<file path="src/rtl/serial_mag_cmp.sv">
// Bit-serial LSB-first magnitude comparator: consumes W bit pairs and reports
// a>b / a<b / a==b as registered one-hot flags with a done pulse.
module serial_mag_cmp #(
    parameter int W = 4
) (
    input  logic clk,
    input  logic reset_n,
    input  logic start,
    input  logic bit_valid,
    input  logic a_bit,
    input  logic b_bit,
    output logic busy,
    output logic done_tick,
    output logic gt,
    output logic lt,
    output logic eq
);
    localparam int CW = $clog2(W + 1);

    typedef enum logic {IDLE, RUN} state_t;
    typedef enum logic [1:0] {V_EQ, V_GT, V_LT} verdict_t;

    state_t   state;
    verdict_t verdict, verdict_nxt;
    logic [CW-1:0] cnt;
    logic last;

    // LSB first, so every newer differing bit outranks what came before it
    always_comb begin
        verdict_nxt = verdict;
        if (a_bit != b_bit) verdict_nxt = a_bit ? V_GT : V_LT;
        last = (cnt == CW'(W - 1));
    end

    always_ff @(posedge clk or negedge reset_n) begin
        if (!reset_n) begin
            state     <= IDLE;
            verdict   <= V_EQ;
            cnt       <= '0;
            busy      <= 1'b0;
            done_tick <= 1'b0;
            gt        <= 1'b0;
            lt        <= 1'b0;
            eq        <= 1'b0;
        end else begin
            done_tick <= 1'b0;
            case (state)
                IDLE: begin
                    if (start) begin
                        state   <= RUN;
                        busy    <= 1'b1;
                        cnt     <= '0;
                        verdict <= V_EQ;
                    end
                end
                RUN: begin
                    if (bit_valid) begin
                        verdict <= verdict_nxt;
                        cnt     <= cnt + CW'(1);
                        if (last) begin
                            state     <= IDLE;
                            busy      <= 1'b0;
                            done_tick <= 1'b1;
                            gt        <= (verdict_nxt == V_GT);
                            lt        <= (verdict_nxt == V_LT);
                            eq        <= (verdict_nxt == V_EQ);
                        end
                    end
                end
                default: state <= IDLE;
            endcase
        end
    end
endmodule

</file>
<file path="config.mk">
export PLATFORM = sky130hd
export DESIGN_NAME = serial_mag_cmp
export DESIGN_NICKNAME = d
export VERILOG_FILES = /design/src/rtl/serial_mag_cmp.sv
export SDC_FILE = /design/constraint.sdc
export NUM_CORES = 1
export LEC_CHECK = 0
export CAP_MARGIN = 20
export CELL_PAD_IN_SITES_DETAIL_PLACEMENT = 1
export CELL_PAD_IN_SITES_GLOBAL_PLACEMENT = 2
export CORE_UTILIZATION = 30
export DETAILED_ROUTE_END_ITERATION = 10
export GPL_TIMING_DRIVEN = 0
export PLACE_DENSITY = 0.8
export SLEW_MARGIN = 10
export SYNTH_ARGS = -nofsm -noshare
export SYNTH_HDL_FRONTEND = slang
export SYNTH_SLANG_ARGS = --single-unit
export TNS_END_PERCENT = 5
</file>
<file path="constraint.sdc">
create_clock -name clk -period 1.72 [get_ports clk]
set_input_delay 0.344 -clock clk [delete_from_list [all_inputs] [get_ports clk]]
set_output_delay 0.344 -clock clk [all_outputs]
set_load 0.05 [all_outputs]
</file>
==> impl_metrics.json <==
{
  "status": "finished clean",
  "dieWidth_um": 45.1,
  "syn_avg_cell_area_um2": 10.3,
  "fp.dieArea_um2": 2030,
  "syn_to_final_growth_pct": 25.4,
  "end_kind": "flop",
  "clk_latency_ns": 0.27,
  "drtIter0Drc": 2,
  "syn_area_um2": 557,
  "ys_top_cells_by_area": "dfrtp_1, ha_1, nand2_1",
  "n_antenna_cell": 0,
  "start_util": 0.322,
  "cts_tree": "built",
  "power_frac_comb": 0.474,
  "cts_setup_buffers": 0,
  "synth-seq-cells": 11,
  "drt_pass1_iterations": 3,
  "grt_overflow": 0,
  "rsz0062_at_grt": "false",
  "synth_cell_types": 24,
  "cts_buffer_depth": 2,
  "finalCritPeriodShare": 0.884,
  "grt_max_degree": 12,
  "wirelength_um": 1090,
  "layout-drive-gt1-share": 0.134,
  "wl_per_cell_um": 11.8,
  "antenna_left": 0,
  "fin_util": 0.404,
  "clkTransAtPathRegs_ns": 0.07,
  "grt_usage": 0.139,
  "ir_drop_mv": 0.897,
  "slew_headroom": 0.679,
  "cap_violations": 0,
  "slew_violations": 0,
  "placed_cells": 88,
  "routed_via_density": 4.83,
  "p_per_area_nw_per_um2": 1730,
  "dr_total_vias": 444,
  "p_switching_mw": 0.523,
  "crit_arrival_ns": 1.67,
  "nets": 77,
  "cp_data_required_time_ns": 1.87,
  "htreeDepth": 1,
  "antenna_found_initial": 0,
  "startpoint_type": "flop",
  "p_sw_frac": 0.434,
  "fillers": 214,
  "dieHeight_um": 45.1,
  "route.detailed.drc": 0,
  "finClkSkew_ns": 0.00288,
  "worst_hold_slack_ns": 0.402,
  "intPower_mw": 0.683,
  "cts_made_buffers": 3,
  "synth_top_area_share": 0.494,
  "io_pins": 11,
  "period_needed_ns": 1.52,
  "hold_class": "primary input to async pin",
  "fmax_mhz": 658,
  "netlist.top_cell.by_area": "dfrtp_1",
  "gp_congestion": 0.715,
  "layout_commonest_cell": "dfrtp_1",
  "cts_sinks": 11,
  "finalHoldViolations": 0,
  "grt_pass1_vias": 437,
  "dp_hpwl_um": 826,
  "cp_max_fo": 6,
  "final_cell_mix": "dfrtp_1, nand2_1, dlygate4sd2_1",
  "synth_nets": 63,
  "worstSetupPathType": "flop to flop",
  "pwr-share-seq": 0.383,
  "tightest_slew_ns": 0.480,
  "clock_power_share": 0.143,
  "power_mw": 1.21,
  "synthCells": 54,
  "core_area_um2": 1730,
  "stdcell_count": 92,
  "rows": 15,
  "leakagePower_nw": 0.338,
  "yosysWarnings": 0,
  "setup-violations-final": 0,
  "fin_tns_setup_ns": 0,
  "port_buffers": 9,
  "yosysSeqAreaShare": 0.494,
  "grt_pass1_wl_um": 1890,
  "cts_root_buf": "clkbuf_4"
}
[logic make-up (layout without fill, tap and decap cells)]
| family | after synthesis | count (layout) | synth area share |
|---|---|---|---|
| multiplexers | 2 | 2 | 0.0404 |
| flip-flops | 11 | 11 | 0.494 |
| AO/OA/AOI/OAI | 13 | 13 | 0.153 |
| XOR/XNOR | 2 | 2 | 0.0315 |
| adder cells (fa/ha/maj) | 5 | 5 | 0.106 |
| AND/OR/NAND/NOR | 15 | 15 | 0.126 |
| buffers and inverters | 6 | 19 | 0.0494 |
[Yosys cell counts]
cell type / number
a21oi_1: 2
a22o_1: 1
a22o_2: 1
a31oi_1: 1
and3_1: 1
buf_2: 1
buf_4: 1
dfrtp_1: 11
ha_1: 3
inv_1: 4
maj3_1: 1
maj3_2: 1
mux2_2: 2
nand2_1: 7
nand2b_1: 2
nand3_1: 1
nor2_1: 2
nor2b_1: 2
o211ai_1: 1
o21ai_0: 4
o22ai_1: 1
o31ai_1: 1
o41ai_1: 1
xor2_1: 2
[final cells by class]
cell class	instances	area (µm²)	share of cell area
timing repair buffer	9	83.8	0.120
tap	25	31.3	0.0448
buffer	2	12.5	0.0179
clock buffer	4	26.3	0.0376
inverter	4	15.0	0.0215
multi-input combinational	37	254	0.364
sequential	11	275	0.394
[stage by stage]
stage	setup WS (ns)	instance area [µm²]
after global routing	0.103	698
after floorplan	0.326	557
final	0.200	698
after CTS	0.181	698
after detailed placement	0.0683	678
after global placement	0.0926	678
[worst paths after layout]
check | from | endpoint | slack, ns | cells past startpoint
min in group clk | bit_valid | cnt[2]$_DFFE_PN0P_ | 0.43 | 3
setup reg to reg | cnt[0]$_DFFE_PN0P_ | lt$_DFFE_PN0P_ | 0.20 | 4
hold / removal | reset_n | verdict[0]$_DFFE_PN0P_ | 0.40 | 1
setup / recovery | cnt[0]$_DFFE_PN0P_ | lt$_DFFE_PN0P_ | 0.20 | 4
hold reg to reg | busy$_DFFE_PN0P_ | busy$_DFFE_PN0P_ | 0.47 | 2
max in group asynchronous | reset_n | eq$_DFFE_PN0P_ | 0.99 | 1
[sequential cells by signal, summed over array words and instances (netlist names)]
signal     cells
eq             1
verdict        2
lt             1
gt             1
state          1
cnt            3
busy           1
done_tick      1
[routing by layer]
metal,GRT usage,routed length [µm]
met5,0,0
met4,0.0727,8
met3,0.0720,50
met2,0.212,544
met1,0.157,486
[worst max-delay path: stages (launching register included)]
cell and delay [ns]:
dfrtp_1 0.42, ha_1 0.24, ha_1 0.18, nand3_1 0.21, mux2_2 0.36
[power by group through the flow]
| stage | Combinational (mW) | Sequential (mW) | Clock, mW |
|---|---|---|---|
| 6_report | 0.572 | 0.462 | 0.173 |
| 5_1_grt | 0.641 | 0.478 | 0.199 |
| 4_1_cts | 0.581 | 0.464 | 0.182 |
| 3_3_place_gp | 0.593 | 0.464 | 0 |
| 3_5_place_dp | 0.610 | 0.471 | 0 |
| 2_1_floorplan | 0.270 | 0.619 | 0 |
[timing repair]
item / CTS / global route
gates resized for setup: 5 / 0
setup endpoints to repair: 5 / 0
hold buffers: 0 / 0
Power figures use the tool's default switching activity.
